==> src/rtl/video_timing_pkg.sv <==
// Shared types and raster-boundary helpers for the video timing generator.
// Provides the 12-bit coordinate type, default 1080p60 timing and region math.
package video_timing_pkg;

    typedef logic [11:0] coord_t;

    // Default raster: 1920x1080 with CEA-861 porches.
    localparam int DEF_H_ACTIVE = 1920;
    localparam int DEF_H_FP     = 88;
    localparam int DEF_H_SYNC   = 44;
    localparam int DEF_H_BP     = 148;
    localparam int DEF_V_ACTIVE = 1080;
    localparam int DEF_V_FP     = 4;
    localparam int DEF_V_SYNC   = 5;
    localparam int DEF_V_BP     = 36;

    // Registered output bundle of the generator.
    typedef struct packed {
        logic   de;
        logic   hsync;
        logic   vsync;
        logic   sof;
        coord_t x;
        coord_t y;
    } vtg_out_t;

    // Region order on each axis is active, front porch, sync, back porch.
    function automatic coord_t f_total(input int act, input int fp,
                                       input int sync, input int bp);
        return coord_t'(act + fp + sync + bp);
    endfunction

    function automatic coord_t f_sync_start(input int act, input int fp);
        return coord_t'(act + fp);
    endfunction

    function automatic coord_t f_sync_end(input int act, input int fp,
                                          input int sync);
        return coord_t'(act + fp + sync);
    endfunction

endpackage

==> src/rtl/video_timing_gen_counter.sv <==
// vtg_counter: 12-bit wrapping counter with enable, terminal-count flag and
// synchronous load. Ports: clk_i, rst_i, en_i, ld_i, ld_val_i, cnt_o, tc_o.
module vtg_counter
    import video_timing_pkg::*;
#(
    parameter coord_t MAX = 12'd15
) (
    input  logic   clk_i,
    input  logic   rst_i,
    input  logic   en_i,
    input  logic   ld_i,
    input  coord_t ld_val_i,
    output coord_t cnt_o,
    output logic   tc_o
);

    coord_t cnt_q;
    coord_t cnt_d;

    assign tc_o  = (cnt_q == MAX);
    assign cnt_o = cnt_q;

    // Load has priority over counting so a genlock event always wins.
    always_comb begin
        cnt_d = cnt_q;
        if (ld_i) begin
            cnt_d = ld_val_i;
        end else if (en_i) begin
            cnt_d = tc_o ? '0 : cnt_q + 12'd1;
        end
    end

    always_ff @(posedge clk_i or posedge rst_i) begin
        if (rst_i) begin
            cnt_q <= '0;
        end else begin
            cnt_q <= cnt_d;
        end
    end

endmodule

==> src/rtl/video_timing_gen.sv <==
// video_timing_gen: raster timing source producing de/hsync/vsync, pixel x/y
// and a start-of-frame pulse. Ports: clk, reset (async, active-high), enable,
// de, hsync, vsync, x, y, sof; with VTG_GENLOCK_EN defined also lock_vsync
// (external vsync input) and lock_err (frame re-alignment pulse).
module video_timing_gen
    import video_timing_pkg::*;
#(
    parameter int H_ACTIVE = DEF_H_ACTIVE,
    parameter int H_FP     = DEF_H_FP,
    parameter int H_SYNC   = DEF_H_SYNC,
    parameter int H_BP     = DEF_H_BP,
    parameter int V_ACTIVE = DEF_V_ACTIVE,
    parameter int V_FP     = DEF_V_FP,
    parameter int V_SYNC   = DEF_V_SYNC,
    parameter int V_BP     = DEF_V_BP,
    parameter bit HS_POL   = 1'b1,
    parameter bit VS_POL   = 1'b1
) (
    input  logic        clk,
    input  logic        reset,
    input  logic        enable,
`ifdef VTG_GENLOCK_EN
    input  logic        lock_vsync,
    output logic        lock_err,
`endif
    output logic        de,
    output logic        hsync,
    output logic        vsync,
    output logic [11:0] x,
    output logic [11:0] y,
    output logic        sof
);

    localparam coord_t H_TOTAL  = f_total(H_ACTIVE, H_FP, H_SYNC, H_BP);
    localparam coord_t HS_START = f_sync_start(H_ACTIVE, H_FP);
    localparam coord_t HS_END   = f_sync_end(H_ACTIVE, H_FP, H_SYNC);
    localparam coord_t V_TOTAL  = f_total(V_ACTIVE, V_FP, V_SYNC, V_BP);
    localparam coord_t VS_START = f_sync_start(V_ACTIVE, V_FP);
    localparam coord_t VS_END   = f_sync_end(V_ACTIVE, V_FP, V_SYNC);
    localparam coord_t H_ACT    = coord_t'(H_ACTIVE);
    localparam coord_t V_ACT    = coord_t'(V_ACTIVE);

    localparam vtg_out_t OUT_RST = '{
        de:    1'b0,
        hsync: ~HS_POL,
        vsync: ~VS_POL,
        sof:   1'b0,
        x:     '0,
        y:     '0
    };

    coord_t   h_cnt;
    coord_t   v_cnt;
    logic     h_tc;
    logic     v_tc_unused;
    logic     lock_ld;
    vtg_out_t out_q;
    vtg_out_t out_d;

`ifdef VTG_GENLOCK_EN
    // Expected counter position one cycle before the natural vsync start.
    localparam coord_t VS_PRE = VS_START - 12'd1;

    logic lock_q;
    logic lock_err_q;
    logic lock_err_d;

    assign lock_ld    = lock_vsync & ~lock_q & enable;
    assign lock_err_d = lock_ld & ~(h_tc & (v_cnt == VS_PRE));
    assign lock_err   = lock_err_q;

    always_ff @(posedge clk or posedge reset) begin
        if (reset) begin
            lock_q     <= 1'b0;
            lock_err_q <= 1'b0;
        end else begin
            lock_q     <= lock_vsync;
            lock_err_q <= lock_err_d;
        end
    end
`else
    assign lock_ld = 1'b0;
`endif

    vtg_counter #(
        .MAX(H_TOTAL - 12'd1)
    ) u_h_cnt (
        .clk_i    (clk),
        .rst_i    (reset),
        .en_i     (enable),
        .ld_i     (lock_ld),
        .ld_val_i ('0),
        .cnt_o    (h_cnt),
        .tc_o     (h_tc)
    );

    // Vertical advances on the last pixel of each line.
    vtg_counter #(
        .MAX(V_TOTAL - 12'd1)
    ) u_v_cnt (
        .clk_i    (clk),
        .rst_i    (reset),
        .en_i     (enable & h_tc),
        .ld_i     (lock_ld),
        .ld_val_i (VS_START),
        .cnt_o    (v_cnt),
        .tc_o     (v_tc_unused)
    );

    logic act;
    logic hs_act;
    logic vs_act;

    assign act    = (h_cnt < H_ACT) && (v_cnt < V_ACT);
    assign hs_act = (h_cnt >= HS_START) && (h_cnt < HS_END);
    assign vs_act = (v_cnt >= VS_START) && (v_cnt < VS_END);

    // While frozen, de/sof drop and everything else keeps its last value.
    always_comb begin
        out_d     = out_q;
        out_d.de  = 1'b0;
        out_d.sof = 1'b0;
        if (enable) begin
            out_d.de    = act;
            out_d.sof   = act && (h_cnt == '0) && (v_cnt == '0);
            out_d.hsync = hs_act ? HS_POL : ~HS_POL;
            out_d.vsync = vs_act ? VS_POL : ~VS_POL;
            if (act) begin
                out_d.x = h_cnt;
                out_d.y = v_cnt;
            end
        end
    end

    always_ff @(posedge clk or posedge reset) begin
        if (reset) begin
            out_q <= OUT_RST;
        end else begin
            out_q <= out_d;
        end
    end

    assign de    = out_q.de;
    assign hsync = out_q.hsync;
    assign vsync = out_q.vsync;
    assign sof   = out_q.sof;
    assign x     = out_q.x;
    assign y     = out_q.y;

endmodule

==> config.mk <==
export PLATFORM = sky130hd
export DESIGN_NAME = video_timing_gen
export DESIGN_NICKNAME = d
export VERILOG_FILES = /design/src/rtl/video_timing_pkg.sv /design/src/rtl/video_timing_gen_counter.sv /design/src/rtl/video_timing_gen.sv
export SDC_FILE = /design/constraint.sdc
export NUM_CORES = 1
export LEC_CHECK = 0
export ABC_CLOCK_PERIOD_IN_PS = 2400
export CELL_PAD_IN_SITES_DETAIL_PLACEMENT = 1
export CELL_PAD_IN_SITES_GLOBAL_PLACEMENT = 1
export CORE_ASPECT_RATIO = 0.7
export CORE_MARGIN = 2
export CORE_UTILIZATION = 35
export DETAILED_ROUTE_END_ITERATION = 16
export PLACE_DENSITY_LB_ADDON = 0.1
export REMOVE_ABC_BUFFERS = 1
export SYNTH_ARGS = -nofsm -noshare
export SYNTH_HDL_FRONTEND = slang
export SYNTH_SLANG_ARGS = --single-unit
==> constraint.sdc <==
create_clock -name clk -period 2.4 [get_ports clk]
set_input_delay 0.48 -clock clk [delete_from_list [all_inputs] [get_ports clk]]
set_output_delay 0.48 -clock clk [all_outputs]
set_load 0.02 [all_outputs]
Word-level counts from Yosys, hierarchy flattened
Index checks and enable logic that the tools add are counted.
Widths: inputs -> output; s select.

word-level totals
  register bits after elaboration = 52
  output and inout port bits = 28

operators by class
  add/subtract/negate cells = 2
  magnitude comparators = 6
  equal/unequal tests = 2
  mux-type cells = 6
  bitwise operators = 1
  reduce and logical (&&, ||, !) cells = 8

operators by type and width
  operator               count
  $lt 12x11->1 const B   3
  $mux 28                1
  $add 12x1->12 const B  2
  $ge 12x11->1 const B   2
  $logic_not 12->1       2
  $mux 12                2
  $mux 24                1
  $eq 12x11->1 const B   1
  $eq 12x12->1 const B   1
  $lt 12x12->1 const B   1
  $logic_and 1x1->1      5
  $mux 1                 2
  $reduce_and 2->1       1
  $and 1x1->1            1

Longest topological paths before layout
Gate-level depths: netlist (run 1).

  depth in word-level cells = 5
  mapped depth = 6
  gate-level depth less buffers = 6

By module
Synthesis (run 1) repeated with hierarchy kept, for this count alone.

second synthesis, totals
  cell total of the unflattened synthesis = 271
  area, all modules = 2765.2 µm²

by module, submodules not included
  module                 instances  cells each  area an instance (µm²)
  video_timing_gen       1          90          1260.0
  vtg_counter (u_v_cnt)  1          95          764.5
  vtg_counter (u_h_cnt)  1          86          740.7

Worst setup path after synthesis (run 1)
Ideal clock, no wire load.

  path type = reg-to-reg
  start point = register u_v_cnt.cnt_q[6], in the netlist u_v_cnt.cnt_o[6]
  end point = register out_q, in the netlist x[0]
  setup time = 0.125 ns
  arrival = 1.772 ns
  setup slack = 0.503 ns
  stages on the path, launching flop included = 7
  buffers on the path = 2
  cells stage by stage = dfrtp_1 buf_6 or4_4 a31oi_4 o21ai_2 buf_6 mux2_4

on the way
  word-level cells in the longest chain between the ends = 3

ends and longest elaborated chain
  element                     line                            source
  start, declared             video_timing_gen_counter.sv:17  coord_t cnt_q;
  start signal, assigned      video_timing_gen_counter.sv:37  cnt_q <= cnt_d;
  $lt 12x11->1                video_timing_gen.sv:114         assign act = (h_cnt < H_ACT) && (v_cnt < V_ACT);
  $logic_and 1x1->1           video_timing_gen.sv:114
  $reduce_and 2->1 (no line)  n/a
  end signal, assigned        video_timing_gen.sv:139         out_q <= out_d;
  end, declared               video_timing_gen.sv:57          vtg_out_t out_q;

Every way passes these cells.
A chain may end at the register's enable or synchronous reset.

Worst setup path after layout (run 1)
  start point = register u_v_cnt.cnt_q[7], in the netlist u_v_cnt.cnt_o[7]
  end point = register out_q, in the netlist x[6]

Same word-level chain as after synthesis.

==> results.yml, run 1 <==
floorplan:
  io_pins: 31
  fp.dieW_um: 106
  fp-row-count: 25
  start_util: 0.369
  core_area_sq_mm: 0.00688
  die-area_sq_mm: 0.00797
  die_h_um: 75.3
power_and_ir_drop:
  max-vdd-ir-drop_uv: 282
  p_switching_mw: 0.618
  finalPower_mw: 1.99
  leakage_nw: 1.39
  internal-power_mw: 1.37
  power.density_mw_per_mm2: 645
  clockPowerShare: 0.272
  power.share.switching: 0.311
  power_frac_seq: 0.526
  combPwrFrac: 0.202
route:
  top_layer_used: "met4"
  drtPass1Iterations: 4
  via_count: 1732
  drt-met1-wl_um: 3120
  drc_errors: 0
  routed_wl_um: 5650
  wl_met3_um: 210
  vias_per_cell: 4.99
  wl_per_cell_um: 16.3
  drtIter0Drc: 77
  wl_met2_um: 2260
  detail-route-antenna-nets: 0
final_layout:
  nets: 260
  num_antenna_cells: 0
  syn_to_final_growth_pct: 21.2
  drive_gt1_frac: 0.182
synth:
  syn_avg_cell_area_sq_um: 11.7
  syn-cell-area_sq_mm: 0.00254
  syn_inst: 217
  synth-seq-area-share: 0.512
  async_reset_ff_frac: 1.00
  dominantRegCellSynth: "dfrtp_1"
  synth_edf_count: 0
  ys_seq_elements: 52
  yosysUniqueCellTypes: 44
  ys.warnings.count: 0
grt:
  antenna_found_initial: 0
  grt_pass1_vias: 1832
  grt_pass1_wl_um: 9870
  grtUsageTotal: 0.162
  grt_max_degree: 24
  overflow: 0
sta:
  fin_crit_sh: 0.798
  max_clock_freq_mhz: 522
  fin_skew_ns: 0.0133
  finalHoldViolations: 0
  slew_violations: 0
  setup_violations: 0
  worstMarginPinSlew_ns: 0.564
  layout_min_cycle_time_ns: 1.92
  relSlewSlack: 0.621
  tns_ns: 0
  rsz0062_at_grt: "no"
clocking:
  cts-root-buf: "clkbuf_8"
  cts_sinks: 52
  cts_setup_buffers: 0
  cts_hold_buf: 0
  cts_tree: "built"
  clkTransAtPathRegs_ns: 0.11
  cts-buffers-inserted: 5
  htreeDepth: 2
  ctsResizeCount: 0
  cts.path.max_buffers: 2
  clk_latency_ns: 0.32
setup_path:
  r2r_start: "u_v_cnt.cnt_o[7]"
  cp_max_fo: 6
  rrSetupSlack_ns: 0.48
  start_kind: "flip-flop"
  cp-end-kind: "flip-flop"
  r2r_end: "x[6]"
  critical_path_class: "flip-flop to flip-flop"
  crit_arrival_ns: 2.12
  r2r_cells: 5
  worst_ep_required_time_ns: 2.60
flow_run:
  drv_cap: 0
status:
  outcome: "completed"
placement:
  port_buffers: 30
  dp_hpwl_um: 4230
  place_congestion: 0.779
worst_hold_path:
  hp-class: "primary input to asynchronous set/reset pin"
## final cells by class
class / instances / area (sq um)
sequential: 52 / 1300
multi-input combinational: 141 / 1130
inverter: 10 / 37.5
clock buffer: 5 / 68.8
tap: 94 / 118
timing repair buffer: 42 / 403
clock inverter: 3 / 25.0
fill: 753 / 3800
## cells in the mapped netlist, drive strengths merged (2+ instances only)
library cell  count  area (sq um)
inv              10          37.5
xor2              6          52.6
nor2             12          45.0
nand2            10          37.5
nor3              8          45.0
and2              3          18.8
dfrtp            52          1300
and3              5          31.3
nor4              4          40.0
a21oi             4          20.0
clkbuf           11          41.3
a31oi             5          46.3
ha                5          62.6
xnor2             7          61.3
and4              2          17.5
buf               3          33.8
nand4            11          68.8
o21ai             5          28.8
nand4bb           2          22.5
nand3             7          35.0
o22ai             2          12.5
mux2             22           312
nand2b            3          18.8
or4               2          18.8
or3               2          12.5
mux2i             4          40.0
## power by group through the flow
stage               Combinational, mW  Clock [mW]  Sequential [mW]
finish                          0.402       0.540             1.05
global route                    0.441       0.613             1.06
CTS                             0.409       0.569             1.05
detailed placement              0.407           0             1.07
global placement                0.402           0             1.06
floorplan                       0.180           0             1.11
## worst max-delay path, cell delays in order, from the launching register on
cell     delay [ns]
dfrtp_1        0.47
or4_4          0.57
a31oi_4        0.18
o21ai_2        0.10
buf_4          0.19
mux2_1         0.31
## flip-flops by register name (all words and copies together), names as in the netlist
signal / count
hsync: 1
x: 12
u_v_cnt.cnt_o: 12
de: 1
y: 12
vsync: 1
u_h_cnt.cnt_o: 12
sof: 1
## cells in the final DEF (no fill, tap or decap), drive strengths merged, types with 2 or more instances in the layout
cell type	Yosys	final
nor4	4	4
nand2b	3	3
or3	2	2
inv	10	12
nand4bb	2	2
o22ai	2	2
mux2	22	22
nor3	8	8
and2	3	3
clkdlybuf4s50	0	30
o21ai	5	5
nand3	7	7
a21oi	4	4
xor2	6	6
dfrtp	52	52
clkbuf	11	5
nand4	11	11
buf	3	12
ha	5	5
or4	2	2
a31oi	5	5
nand2	10	10
and3	5	5
nor2	12	12
and4	2	2
mux2i	4	4
xnor2	7	7
## logic make-up (layout without fill, tap and decap cells)
group,after synthesis,in the layout,synth area share
buf+inv,24,60,0.0443
xor+xnor,13,13,0.0448
flops,52,52,0.512
compound gates,18,18,0.0487
fa+ha+maj,5,5,0.0246
simple gates,79,79,0.188
mux,26,26,0.138
## layer usage
layer | GRT usage | vias to the layer above
met5 | 0 | -
met4 | 0.0482 | 0
met3 | 0.0334 | 8
met2 | 0.229 | 26
met1 | 0.251 | 859
li1 | - | 839
## worst max-delay path by stage
stage	from	end	slack [ns]
after global placement	enable	u_h_cnt.cnt_o[11]	0.24
after floorplan	u_v_cnt.cnt_o[6]	x[3]	0.32
final	u_v_cnt.cnt_o[7]	x[6]	0.48
after global routing	u_h_cnt.cnt_o[8]	u_h_cnt.cnt_o[0]	0.39
after CTS	u_v_cnt.cnt_o[7]	x[6]	0.48
after detailed placement	enable	u_v_cnt.cnt_o[3]	0.26
## metrics by stage
stage	area (sq um)	hold WS (ns)	util	instances	setup slack (ns)
finish	3080	0.493	0.448	347	0.484
global route	3080	0.528	0.448	347	0.393
CTS	3080	0.502	0.448	347	0.476
detailed placement	2990	0.474	0.434	339	0.256
global placement	2990	0.472	0.434	339	0.244
floorplan	2470	0.494	-	203	0.321
Note: power is estimated with default switching activity, not from simulation.
==> run 2, diff against run 1 <==
--- a/config.mk
+++ b/config.mk
@@ -5,7 +5,7 @@
 export SDC_FILE = /design/constraint.sdc
 export NUM_CORES = 1
 export LEC_CHECK = 0
-export ABC_CLOCK_PERIOD_IN_PS = 2400
+export ABC_CLOCK_PERIOD_IN_PS = 1600
 export CELL_PAD_IN_SITES_DETAIL_PLACEMENT = 1
 export CELL_PAD_IN_SITES_GLOBAL_PLACEMENT = 1
 export CORE_ASPECT_RATIO = 0.7
==> constraint.sdc (replaced) <==
create_clock -name clk -period 1.6 [get_ports clk]
set_input_delay 0.32 -clock clk [delete_from_list [all_inputs] [get_ports clk]]
set_output_delay 0.32 -clock clk [all_outputs]
set_load 0.02 [all_outputs]
==> results.yml, run 2 (same netlist as run 1, synthesis figures left out) <==
status:
  outcome: "finished with violations"
  violations: "setup timing"
sta:
  finalHoldViolations: 0
  layout_min_cycle_time_ns: 1.84
  slew_violations: 0
  fin_skew_ns: 0.00857
  fin_ws_ns: -0.239
  setup_violations: 28
  fin_hold_ws_ns: 0.389
  worstMarginPinSlew_ns: 0.304
  rsz0062_at_grt: "yes"
  max_clock_freq_mhz: 544
  fin_crit_sh: 1.15
  relSlewSlack: 0.797
power_and_ir_drop:
  clockPowerShare: 0.257
  internal-power_mw: 2.18
  power_frac_seq: 0.497
  p_switching_mw: 0.913
  power.share.switching: 0.295
  combPwrFrac: 0.246
  leakage_nw: 1.86
  power.density_mw_per_mm2: 876
  max-vdd-ir-drop_uv: 376
placement:
  pre_cts_slack_ns: -0.450
  dp.cells: 374
  dp_hpwl_um: 4500
  place_congestion: 0.753
  port_buffers: 30
grt:
  grtUsageTotal: 0.165
  antenna_found_initial: 0
  overflow: 0
  grt_max_degree: 53
  grt_pass1_wl_um: 10300
  grt_pass1_vias: 1926
clocking:
  htreeDepth: 2
  cts_tree: "built"
  cts_hold_buf: 0
  clkTransAtPathRegs_ns: 0.10
  clk_latency_ns: 0.30
  cts-root-buf: "clkbuf_8"
  cts-buffers-inserted: 5
  cts.path.max_buffers: 2
  cts_sinks: 52
floorplan:
  die_h_um: 75.3
  io_pins: 31
  start_util: 0.369
  fp-row-count: 25
  core_area_sq_mm: 0.00688
  die-area_sq_mm: 0.00797
  fp.dieW_um: 106
setup_path:
  critical_path_class: "flip-flop to flip-flop"
  start_kind: "flip-flop"
  worst_ep_required_time_ns: 1.79
  cp_max_fo: 12
  cp-end-kind: "flip-flop"
  crit_arrival_ns: 2.03
final_layout:
  final_core_util: 0.514
  drive_gt1_frac: 0.363
  final_cell_mix: "49 x dfrtp_1, 44 x buf_4, 20 x mux2_4, 17 x dlygate4sd2_1"
  layout_commonest_cell: "dfrtp_1"
  fin_cells: 386
  syn_to_final_growth_pct: 39.1
  num_antenna_cells: 0
  nets: 299
route:
  via_count: 1893
  detail-route-antenna-nets: 0
  routed_wl_um: 6080
  vias_per_cell: 4.90
  wl_per_cell_um: 15.7
  drc_errors: 0
  drtIter0Drc: 88
  drtPass1Iterations: 4
flow_run:
  drv_cap: 0
worst_hold_path:
  hp-class: "primary input to asynchronous set/reset pin"
==> run 2: cell count changes in the layout (fill, tap and decap cells not counted), moves of 5 or more <==
| cell | delta |
|---|---|
| buf_4 | +33 |
| clkdlybuf4s50_1 | -28 |
| dlygate4sd2_1 | +17 |
| dlymetal6s2s_1 | +11 |
| buf_6 | +5 |
==> run 2: final cells by class <==
| cell class | count | area, sq um |
|---|---|---|
| clock buffers | 6 | 82.6 |
| clock inverters | 2 | 15.0 |
| fillers | 741 | 3340 |
| inverters | 10 | 37.5 |
| multi-input cells | 141 | 1250 |
| flip-flops and latches | 52 | 1310 |
| well taps | 94 | 118 |
| repair buffers | 81 | 733 |
==> run 2: worst max-delay path, cell delays in order, from the launching register on <==
cell	delay, ns
dfrtp_1	0.39
or4_4	0.57
a31oi_4	0.20
o21ai_4	0.09
buf_12	0.17
mux2_4	0.30
==> run 2: timing repair <==
item | in CTS | in global routing
gates resized for setup | 25 | 36
pin swaps | 4 | 9
setup buffers | 2 | 2
setup endpoints to repair | 54 | 51
==> run 2: final timing paths <==
kind	slack (ns)	endpoint	start	cells past startpoint
max in group asynchronous	0.96	u_v_cnt.cnt_o[4]	reset	3
hold reg to reg	0.49	x[11]	x[11]	1
min in group clk	0.43	u_h_cnt.cnt_o[2]	enable	3
hold / removal	0.39	de	reset	3
setup reg to reg	-0.24	x[4]	u_v_cnt.cnt_o[9]	5
setup / recovery	-0.24	x[4]	u_v_cnt.cnt_o[9]	5
==> run 2: power groups by stage <==
stage          clock (mW)  sequential (mW)  combinational, mW
5_1_grt             0.885             1.56              0.827
4_1_cts             0.827             1.54              0.773
2_1_floorplan           0             1.66              0.270
3_5_place_dp            0             1.57              0.756
3_3_place_gp            0             1.57              0.748
6_report            0.795             1.54              0.762
==> run 2: layer usage <==
metal  GRT usage  wire, um  vias up
met5           0         0        -
met1       0.264      3420      941
met3      0.0291       180        4
li1            -         -      918
met2       0.234      2450       30
met4      0.0307        33        0
==> run 2: stage by stage <==
step	setup TNS [ns]	power, mW	area, sq um
after floorplan	-10.45	1.93	2470
after global placement	-13.77	2.32	3260
after detailed placement	-14.02	2.33	3260
after CTS	-5.47	3.14	3390
after global routing	-6.82	3.27	3540
final	-5.22	3.10	3540
==> run 3, diff against run 2 <==
--- a/config.mk
+++ b/config.mk
@@ -5,6 +5,7 @@
 export SDC_FILE = /design/constraint.sdc
 export NUM_CORES = 1
 export LEC_CHECK = 0
+export ABC_AREA = 1
 export ABC_CLOCK_PERIOD_IN_PS = 1600
 export CELL_PAD_IN_SITES_DETAIL_PLACEMENT = 1
 export CELL_PAD_IN_SITES_GLOBAL_PLACEMENT = 1
@@ -12,6 +13,7 @@
 export CORE_MARGIN = 2
 export CORE_UTILIZATION = 35
 export DETAILED_ROUTE_END_ITERATION = 16
+export DONT_BUFFER_PORTS = 1
 export PLACE_DENSITY_LB_ADDON = 0.1
 export REMOVE_ABC_BUFFERS = 1
 export SYNTH_ARGS = -nofsm -noshare
==> results.yml, run 3 <==
status:
  outcome: "completed"
synth:
  synth_commonest_cells: "101 x nand2_1, 52 x dfrtp_1, 35 x inv_1"
  syn_inst: 334
  async_reset_ff_frac: 1.00
  yosysUniqueCellTypes: 23
  syn-cell-area_sq_mm: 0.00272
  dominantRegCellSynth: "dfrtp_1"
  synth_area_leaders: "dfrtp_1 48%, nand2_1 14%, o21ai_2 5.5%"
  ys_seq_elements: 52
  syn_avg_cell_area_sq_um: 8.13
  yosysTopAreaCell: "dfrtp_1"
  ys.warnings.count: 0
  synth_top_area_frac: 0.479
  synth-seq-area-share: 0.479
  synth_edf_count: 0
  synth_most_common_cell: "nand2_1"
grt:
  use_met3: 0.0412
  grt_pass1_vias: 2213
  grtUsageTotal: 0.180
  use_met1: 0.281
  grt_pass1_wl_um: 11700
  overflow: 0
  grt_max_degree: 53
  use_met2: 0.253
  antenna_found_initial: 0
  grt_busiest_layer: "met1"
setup_path:
  critPathBufInv: 2
  cp-end-kind: "flip-flop"
  crit_family: "simple AND/OR/NAND/NOR gates"
  worst_ep_required_time_ns: 1.79
  max_stage_delay_ns: 0.40
  cp_max_fo: 5
  critPathSlowestCell: "dfrtp_1"
  path_cells: "ha_2 > nand2_2 > nor2_4 > nand4_1 > buf_6 > buf_2 > nand2_1 > o21ai_1"
  critical_path_class: "flip-flop to flip-flop"
  crit_arrival_ns: 1.73
  start_kind: "flip-flop"
power_and_ir_drop:
  combPwrFrac: 0.225
  p_switching_mw: 1.03
  power.density_mw_per_mm2: 987
  internal-power_mw: 2.04
  max-vdd-ir-drop_uv: 350
  clockPowerShare: 0.261
  power.share.switching: 0.334
  finalPower_mw: 3.07
  power_frac_seq: 0.514
  leakage_nw: 1.56
final_layout:
  final_cell_mix: "100 x nand2_1, 52 x dfrtp_1, 34 x inv_1, 33 x nor2_1, 28 x nand3_1"
  layout_commonest_cell: "nand2_1"
  drive_gt1_frac: 0.192
  fin_cells: 457
  nets: 366
  syn_to_final_growth_pct: 14.5
  num_antenna_cells: 0
  fin_area_sq_mm: 0.00311
route:
  vias_per_cell: 4.83
  drc_errors: 0
  wl_per_cell_um: 16.1
  detail-route-antenna-nets: 0
  drtPass1Iterations: 4
  drtIter0Drc: 78
  via_count: 2207
  routed_wl_um: 7340
clocking:
  clkTransAtPathRegs_ns: 0.10
  cts_tree: "built"
  cts.path.max_buffers: 2
  cts-root-buf: "clkbuf_8"
  htreeDepth: 2
  clk_latency_ns: 0.31
  cts-buffers-inserted: 5
  cts_sinks: 52
placement:
  dp.cells: 440
  port_buffers: 0
  placed_area_sq_mm: 0.00293
  dp_hpwl_um: 5380
  place_congestion: 0.824
sta:
  fin_skew_ns: 0.00864
  slew_violations: 0
  layout_min_cycle_time_ns: 1.54
  setup_violations: 0
  fin_crit_sh: 0.961
  relSlewSlack: 0.771
  finalHoldViolations: 0
  tns_ns: 0
  max_clock_freq_mhz: 650
  worstMarginPinSlew_ns: 0.344
floorplan:
  die_h_um: 77.7
  die-area_sq_mm: 0.00849
  start_util: 0.366
  core_area_sq_mm: 0.00742
  fp-row-count: 26
  fp.dieW_um: 109
  io_pins: 31
flow_run:
  drv_cap: 0
worst_hold_path:
  hp-class: "primary input to flip-flop"
[run 3: changes by cell type in the layout (fill, tap and decap cells not counted), sizes merged, moves of 23 or more]
| cell | before | now |
|---|---|---|
| nand3 | 7 | 30 |
| inv | 10 | 39 |
| nand2 | 10 | 103 |
| buf | 51 | 28 |
| o21ai | 5 | 30 |
| nor2 | 12 | 39 |
[run 3: final timing paths]
path	from	endpoint	slack [ns]	depth (start not counted)
worst max-delay path	u_h_cnt.cnt_o[1]	u_v_cnt.cnt_o[7]	0.06	8
worst min-delay path	enable	u_h_cnt.cnt_o[0]	0.11	1
worst max register to register	u_h_cnt.cnt_o[1]	u_v_cnt.cnt_o[7]	0.06	8
worst min register to register	u_h_cnt.cnt_o[10]	u_h_cnt.cnt_o[10]	0.52	1
max in group asynchronous	reset	u_v_cnt.cnt_o[2]	0.84	3
min in group asynchronous	reset	x[7]	0.51	3
[run 3: metrics by stage]
stage	util	hold slack (ns)	setup slack, ns
2_1_floorplan	-	0.416	0.00459
3_3_place_gp	0.395	0.286	0.107
3_5_place_dp	0.395	0.289	0.0558
4_1_cts	0.409	0.0966	0.0215
5_1_grt	0.419	0.100	-0.0352
6_report	0.419	0.110	0.0616
[run 3: metal layers]
layer | vias to the layer above | share of wire
li1 | 1085 | -
met5 | - | 0
met4 | 0 | 0.0044
met1 | 1082 | 0.55
met2 | 38 | 0.41
met3 | 2 | 0.042
[run 3: cell families (layout without fill, tap and decap cells)]
kind of cell / Yosys count / in the layout / synth area share
AND/OR/NAND/NOR: 183 / 183 / 0.292
flip-flops: 52 / 52 / 0.479
buffers and inverters: 51 / 76 / 0.0861
AO/OA/AOI/OAI: 31 / 31 / 0.0806
XOR/XNOR: 12 / 12 / 0.0387
adder cells (fa/ha/maj): 5 / 5 / 0.0230
[run 3: cell type report]
class                      count  area, sq um
timing repair buffer          29          251
fill                         905         4310
sequential                    52         1300
clock inverter                 1         7.51
inverter                      39          146
clock buffer                   7         86.3
multi-input combinational    231         1190
tap                           98          123
[run 3: repair_timing]
item | CTS | global route
buffers inserted | 0 | 5
gates resized for setup | 0 | 9
endpoints found under the hold margin | 52 | 0
hold buffers | 1 | 0
endpoints found under the setup margin | 0 | 23
[run 3: power groups by stage]
stage | logic, mW | registers (mW) | clock network (mW)
6_report | 0.690 | 1.58 | 0.802
4_1_cts | 0.659 | 1.57 | 0.840
2_1_floorplan | 0.386 | 1.59 | 0
3_5_place_dp | 0.654 | 1.60 | 0
5_1_grt | 0.786 | 1.60 | 0.887
3_3_place_gp | 0.645 | 1.60 | 0
